**src/rtl/orb_frame_packer.sv**
```systemverilog
// Packs strobed data bytes into RAM words with a delayed write enable and packet/bank addressing.
// Optional odd-parity MSB is enabled by defining ORB_FRAME_PACKER_PARITY_EN.
module orb_frame_packer #(
    parameter int unsigned DW     = 8,
    parameter int unsigned OW     = 12,
    parameter int unsigned WPP    = 16,
    parameter int unsigned SKIP   = 4,
    parameter int unsigned NPACK  = 64,
    parameter int unsigned AW     = 11,
    parameter int unsigned ASTEP  = 2,
    parameter int unsigned WE_DLY = 30
) (
    input  logic          clk,
    input  logic          rst,
    input  logic [DW-1:0] iData,
    input  logic          strob,
    input  logic          SW,
    output logic [OW-1:0] orbWord,
    output logic          WE,
    output logic [AW-1:0] WrAddr,
    output logic          swPulse,
    output logic          packDone,
    output logic          bankWrap,
    output logic          ovf
);

    localparam int unsigned CW  = (WPP + SKIP > 1) ? $clog2(WPP + SKIP) : 1;
    localparam int unsigned AAW = $clog2(WPP + 1);
    localparam int unsigned PW  = (NPACK > 1) ? $clog2(NPACK) : 1;

    typedef enum logic [1:0] {IDLE, WESET, WAIT} state_t;

    state_t         state;
    logic           str1, sStr, sw1, sSW, prevSW;
    logic [CW-1:0]  cntWrd;
    logic [AAW-1:0] cntAddr;
    logic [PW-1:0]  cntPack;
    logic [7:0]     cntWE;
    logic           swEdge, par, writeSlot, lastSlot;
    logic [OW-1:0]  word;
    logic [31:0]    addrFull;

`ifdef ORB_FRAME_PACKER_PARITY_EN
    assign par = ~^iData;
`else
    assign par = 1'b0;
`endif

    always_comb begin
        word          = '0;
        word[OW-1]    = par;
        word[OW-2 -: DW] = iData;
    end

    assign swEdge    = sSW != prevSW;
    assign writeSlot = 32'(cntWrd) < WPP;
    assign lastSlot  = cntWrd == CW'(WPP + SKIP - 1);
    assign addrFull  = 32'(cntAddr) * ASTEP + 32'(cntPack) * (WPP * ASTEP);

    always_ff @(posedge clk or posedge rst) begin
        if (rst) begin
            state    <= IDLE;
            str1     <= 1'b0;
            sStr     <= 1'b0;
            sw1      <= 1'b0;
            sSW      <= 1'b0;
            prevSW   <= 1'b0;
            cntWrd   <= '0;
            cntAddr  <= '0;
            cntPack  <= '0;
            cntWE    <= '0;
            orbWord  <= '0;
            WE       <= 1'b0;
            WrAddr   <= '0;
            swPulse  <= 1'b0;
            packDone <= 1'b0;
            bankWrap <= 1'b0;
            ovf      <= 1'b0;
        end else begin
            str1     <= strob;
            sStr     <= str1;
            sw1      <= SW;
            sSW      <= sw1;
            prevSW   <= sSW;
            swPulse  <= 1'b0;
            packDone <= 1'b0;
            bankWrap <= 1'b0;

            // Bank restart; an in-flight WESET keeps its delay count so the latched write completes.
            if (swEdge) begin
                swPulse <= 1'b1;
                cntWrd  <= '0;
                cntAddr <= '0;
                cntPack <= '0;
                if (state != WESET)
                    cntWE <= '0;
            end

            case (state)
                IDLE: begin
                    if (sStr && !swEdge) begin
                        if (lastSlot) begin
                            cntWrd   <= '0;
                            cntAddr  <= '0;
                            packDone <= 1'b1;
                            if (cntPack == PW'(NPACK - 1)) begin
                                cntPack  <= '0;
                                bankWrap <= 1'b1;
                            end else begin
                                cntPack <= cntPack + PW'(1);
                            end
                        end else begin
                            cntWrd <= cntWrd + CW'(1);
                        end
                        if (writeSlot) begin
                            orbWord <= word;
                            WrAddr  <= addrFull[AW-1:0];
                            cntWE   <= '0;
                            if (!lastSlot)
                                cntAddr <= cntAddr + AAW'(1);
                            state <= WESET;
                        end else begin
                            state <= WAIT;
                        end
                    end
                end
                WESET: begin
                    if (!sStr)
                        ovf <= 1'b1;
                    if (cntWE == 8'(WE_DLY)) begin
                        WE    <= 1'b1;
                        cntWE <= '0;
                        state <= WAIT;
                    end else begin
                        cntWE <= cntWE + 8'd1;
                    end
                end
                WAIT: begin
                    if (!sStr) begin
                        WE    <= 1'b0;
                        state <= IDLE;
                    end
                end
                default: state <= IDLE;
            endcase
        end
    end

endmodule

```
**config.mk**
```make
export PLATFORM = sky130hd
export DESIGN_NAME = orb_frame_packer
export DESIGN_NICKNAME = d
export VERILOG_FILES = /design/src/rtl/orb_frame_packer.sv
export SDC_FILE = /design/constraint.sdc
export NUM_CORES = 1
export LEC_CHECK = 0
export CAP_MARGIN = 25
export CORE_ASPECT_RATIO = 0.5
export CORE_UTILIZATION = 54
export DETAILED_ROUTE_END_ITERATION = 8
export GPL_ROUTABILITY_DRIVEN = 0
export PLACE_DENSITY = 0.8
export SYNTH_ARGS = -nofsm -noshare
export SYNTH_HDL_FRONTEND = slang
export SYNTH_SLANG_ARGS = --single-unit
```
**constraint.sdc**
```tcl
create_clock -name clk -period 2.7 [get_ports clk]
set_input_delay 0.405 -clock clk [delete_from_list [all_inputs] [get_ports clk]]
set_output_delay 0.405 -clock clk [all_outputs]
set_load 0.005 [all_outputs]
```
======== After elaboration in Yosys (flattened, before gate mapping) ========
Cells that the tools add are included.
word-level totals
  word-level logic and storage cells ...... 79
  register bits ........................... 55
  output and inout port bits .............. 28
  input port bits ......................... 12
operators by class
  equality and inequality tests ........... 10
  add/sub/neg operators ................... 5
  $lt $le $gt $ge ......................... 1
  reduce and logical (&&, ||, !) cells .... 8
  bitwise logic cells ..................... 1
  mux-type cells .......................... 37
operators with widths
  operator                                                         count
  5-bit two-way mux                                                10
  8-bit two-way mux                                                5
  6-bit two-way mux                                                5
  8-bit one-hot mux with 2 select lines                            1
  6-bit by 11-bit adder with 11-bit output                         1
  5-bit by 1-bit adder with 5-bit output, second input constant    2
  1-bit two-way mux                                                10
  3-bit AND reduction                                              3
  8-bit by 1-bit adder with 8-bit output, second input constant    1
  8-bit by 5-bit == test with 1-bit output, second input constant  1
  2-bit two-way mux                                                4
  6-bit by 1-bit adder with 6-bit output, second input constant    1
  6-bit == test, second input constant                             1
  2-bit != test, second input constant                             3
  2-bit one-hot mux with 3 select lines                            1
  5-bit == test, second input constant                             1
  5-bit < comparator, second input constant                        1
  2-bit by 1-bit == test with 1-bit output, second input constant  1
  2-bit == test, second input constant                             1
  2-bit logical NOT                                                1
  2-bit by 1-bit != test with 1-bit output, second input constant  1
  1-bit one-hot mux with 2 select lines                            1
  2-bit AND reduction                                              1
  2-bit nonzero test                                               1
  4 further kinds                                                  4

======== Longest topological paths before layout ========
  depth in word-level cells ............... 7
  depth in mapped cells ................... 7
  gate-level depth less buffers ........... 6

======== Least setup slack after synthesis ========
Ideal clock, no wire load.
  kind .................................... register to register
  from .................................... register cntWrd[0]
  to ...................................... register cntPack[5]
  setup slack ............................. 914 ps
  clock period less this slack ............ 1,786 ps
  library setup time ...................... 78 ps
  arrival time ............................ 1,708 ps
  cell stages (with the launch flop) ...... 7
  required time ........................... 2,622 ps
  path buffers ............................ 1
  cells stage by stage .................... dfrtp_1 -> ha_1 -> nor4bb_1 -> buf_4 -> nand2_4 -> or4_1 -> a21oi_1
between the ends
  word-level cells in the longest chain between the ends .. 4
ends and longest elaborated chain
  item                    line  text
  start, declared         35    logic [CW-1:0] cntWrd;
  start signal, assigned  113   cntWrd <= cntWrd + CW'(1);
  5-bit == test           57    assign lastSlot = cntWrd == CW'(WPP + SKIP - 1);
  6-bit two-way mux       102   if (lastSlot) begin
  6-bit two-way mux       101   if (sStr && !swEdge) begin
  6-bit two-way mux       99    case (state)
  end signal, assigned    110   cntPack <= cntPack + PW'(1);
  end, declared           37    logic [PW-1:0] cntPack;
No other way between the ends.
A chain may end at the register's enable or synchronous reset.

======== Worst setup path in the final report ========
  from .................................... register state[1]
  to ...................................... register orbWord[7]
between the ends
  word-level cells in the longest chain between the ends .. 2
ends and longest elaborated chain
  item                           line  text
  start, declared                33    state_t state;
  start signal, assigned         62    state <= IDLE;
  start signal, assigned         121   state <= WESET;
  start signal, assigned         123   state <= WAIT;
  2-bit logical NOT              99
  3-bit AND reduction (no line)  -
  end signal, assigned           116   orbWord <= word;
  end, declared                  18    output logic [OW-1:0] orbWord,
No other way between the ends.

==> results.md <==
- Outcome: finished, violations left
- Failing checks: design-rule violations
- Grt met1 use: 0.262
- R2r startpoint: state[1]
- Hold Fails Final Rpt: 0
- GR peak layer: met2
- Synth Flop Type: dfrtp_1
- Clock Tree Root: clkbuf_8
- Global route overflow: 0
- Asr flop ratio synth: 1.00
- DR vias: 1,741
- Met2 Resource Use GR: 0.352
- Synth Area per Inst: 11.6 µm²
- HPWL after detailed placement: between 3000 and 4000 µm
- Path type of the worst setup path: flip-flop to flip-flop
- Hold crit path type: flip-flop to flip-flop
- Crit path from: state[1]
- CTS max path bufs: 2
- Drt pass-1 iters: 6
- VDD IR max: 0.516 mV
- Placed Area: just under 3000 µm²
- First-pass GRT wire length: approximately 7800 µm
- CTS-repair resized insts: 0
- Post-route ant nets: 0
- Die area: 4890 µm²
- CTS H-tree depth: 2
- Unrepaired setup endpoints after global routing: false
- Area grow syn2layout: 20.1%
- Die X: 97.9 µm
- Unique cell type count in the Yosys netlist: between 40 and 50
- Remaining DRCs: 2
- Initial Util: 0.599
- Post-Syn Area: around 2500 µm²
- Hold buffers post-CTS: 0
- PD cells: between 700 and 800 nW/µm²
- Yosys warnings: 0
- Core area: ~4100 µm²
- Die H: about 50 µm
- CTS buffer count: 5
- Post-layout min period: just under 2 ns
- Least-Margin Pin Slew: 0.653 ns
- Fmax: 505 MHz
- Setup total negative slack: 0 ns
- Leak Pwr: around 1.3 nW
- Postcts setup bufs: 0
- Critical Path Fanout Max: 30
- Final wirelength: roughly 4600 µm
- Critical path startpoint category: flip-flop
- Seq/Total Area, Yosys: 0.544
- Max-cap violations: 0
- # diodes: 0
- Cells after synthesis: approximately 210
- Worst Setup End Kind: flip-flop
- CP arrival: 2.16 ns
- Fin. max-slew vios: 0
- Via/cell ratio: 5.65
- Io pins: 40
- Aggregate global-route resource usage: 0.210
- Fin nets: 272
- Final Skew: 0.0138 ns
- Initial antenna violation count: 0
- Largest net degree at the start of global routing: 32
- Vias in the first global route: 1,642
- Part of the cycle the worst path needs: 0.733
- Hold Startpoint: sw1
- Required time worst endpoint: 2.89 ns
- Final core utilization: 0.719
- Core Rows: 16
- Non-Filler Cell Area, Final: 2980 µm²
- # clock sinks: 54
- CTS tree: done
- Number of port buffers: 34
- Worst-skew pair later-pin latency: 0.31 ns
- Fraction of layout cells with a size suffix above 1: 0.138
- Grt met3 use: 0.0482
- Clock transition at the registers of the reported paths: 0.10 ns
- Max_slew headroom: 0.564
- # setup viols final: 0
- Post-synth EDFFs: 0
- #FFs+latches synth: 54
- DRT iter0 DRCs: 70
- WL/cell: approximately 15 µm
per-layer routing:
metal / vias up / part of all wire
met1: 852 / 0.45
met3: 6 / 0.041
li1: 839 / -
met5: - / 0
met4: 0 / 0.012
met2: 44 / 0.49
logic make-up (layout without fill, tap and decap cells):
group / count (synthesis) / count (layout) / synth area share
compound gates: 44 / 44 / 0.114
xor+xnor: 10 / 10 / 0.0353
buf+inv: 15 / 51 / 0.0353
fa+ha+maj: 7 / 7 / 0.0353
mux: 17 / 17 / 0.0766
simple gates: 66 / 66 / 0.158
flops: 54 / 54 / 0.544
other cells: 1 / 5 / 0.00151
cells in the final DEF (no fill, tap or decap), types with 5 or more instances in the layout:
master	instances
a21oi_1	19
clkbuf_8	6
clkdlybuf4s50_1	34
conb_1	5
dfrtp_1	54
ha_1	7
mux2_2	15
nand2_1	8
nand3_1	13
nor2_1	12
nor3_1	5
o21ai_0	6
xnor2_1	6
path summary, 6_finish.rpt:
| path | end | slack (ns) | depth (start not counted) |
|---|---|---|---|
| worst min-delay path | sSW | 0.36 | 0 |
| worst max-delay path | orbWord[7] | 0.72 | 4 |
| worst max register to register | orbWord[7] | 0.72 | 4 |
| worst min register to register | sSW | 0.36 | 0 |
| min in group asynchronous | str1 | 0.50 | 2 |
| max in group asynchronous | cntAddr[0] | 1.63 | 3 |
worst max-delay path, stage by stage, from the launching register on:
cell     delay [ns]
dfrtp_1        0.48
or3b_1         0.49
nor3_4         0.18
buf_4          0.32
mux2_2         0.39
per-stage QoR:
stage / total power [mW] / hold slack (ns) / instances / setup slack [ns]
2_1_floorplan: 1.39 / 0.331 / 218 / 0.914
3_5_place_dp: 1.70 / 0.335 / 300 / 0.736
5_1_grt: 2.28 / 0.384 / 308 / 0.558
6_report: 2.15 / 0.358 / 308 / 0.722
4_1_cts: 2.17 / 0.358 / 308 / 0.718
3_3_place_gp: 1.67 / 0.333 / 300 / 0.790
state kept, by name, indices dropped and copies added (netlist names):
name / cells
WrAddr: 10
cntWE: 8
orbWord: 8
cntPack: 6
cntAddr: 5
cntWrd: 5
state: 2
WE: 1
bankWrap: 1
ovf: 1
packDone: 1
prevSW: 1
sSW: 1
sStr: 1
str1: 1
sw1: 1
swPulse: 1
where the power goes:
part           switching [mW]  internal [mW]
combinational           0.259          0.349
sequential              0.122          0.953
clock                   0.259          0.207
synthesized netlist by cell type (2+ instances only):
cell / number / area, µm²
buf_4: 8 / 60.1
xor2_1: 4 / 35.0
nand4_1: 3 / 18.8
inv_1: 5 / 18.8
or3b_1: 2 / 17.5
a21oi_1: 19 / 95.1
nor2b_1: 2 / 12.5
o21ai_0: 6 / 30.0
nor2_1: 12 / 45.0
a221o_1: 3 / 30.0
a22o_1: 3 / 26.3
nand2b_1: 4 / 25.0
mux2_2: 15 / 169
nand2_1: 8 / 30.0
a31oi_1: 3 / 18.8
ha_1: 7 / 87.6
xnor2_1: 6 / 52.6
dfrtp_1: 54 / 1350
nand3_1: 13 / 65.1
nor3_1: 5 / 25.0
a21o_1: 3 / 22.5
and3_1: 4 / 25.0
final cells by class:
| cell class | instances | area, µm² |
|---|---|---|
| repair buffers | 38 | 383 |
| clock buffers | 6 | 82.6 |
| multi-input cells | 149 | 1060 |
| flip-flops and latches | 54 | 1350 |
| fillers | 302 | 1160 |
| inverters | 5 | 18.8 |
| well taps | 54 | 67.6 |
| clock inverters | 2 | 12.5 |
(Power assumes the default switching activity.)
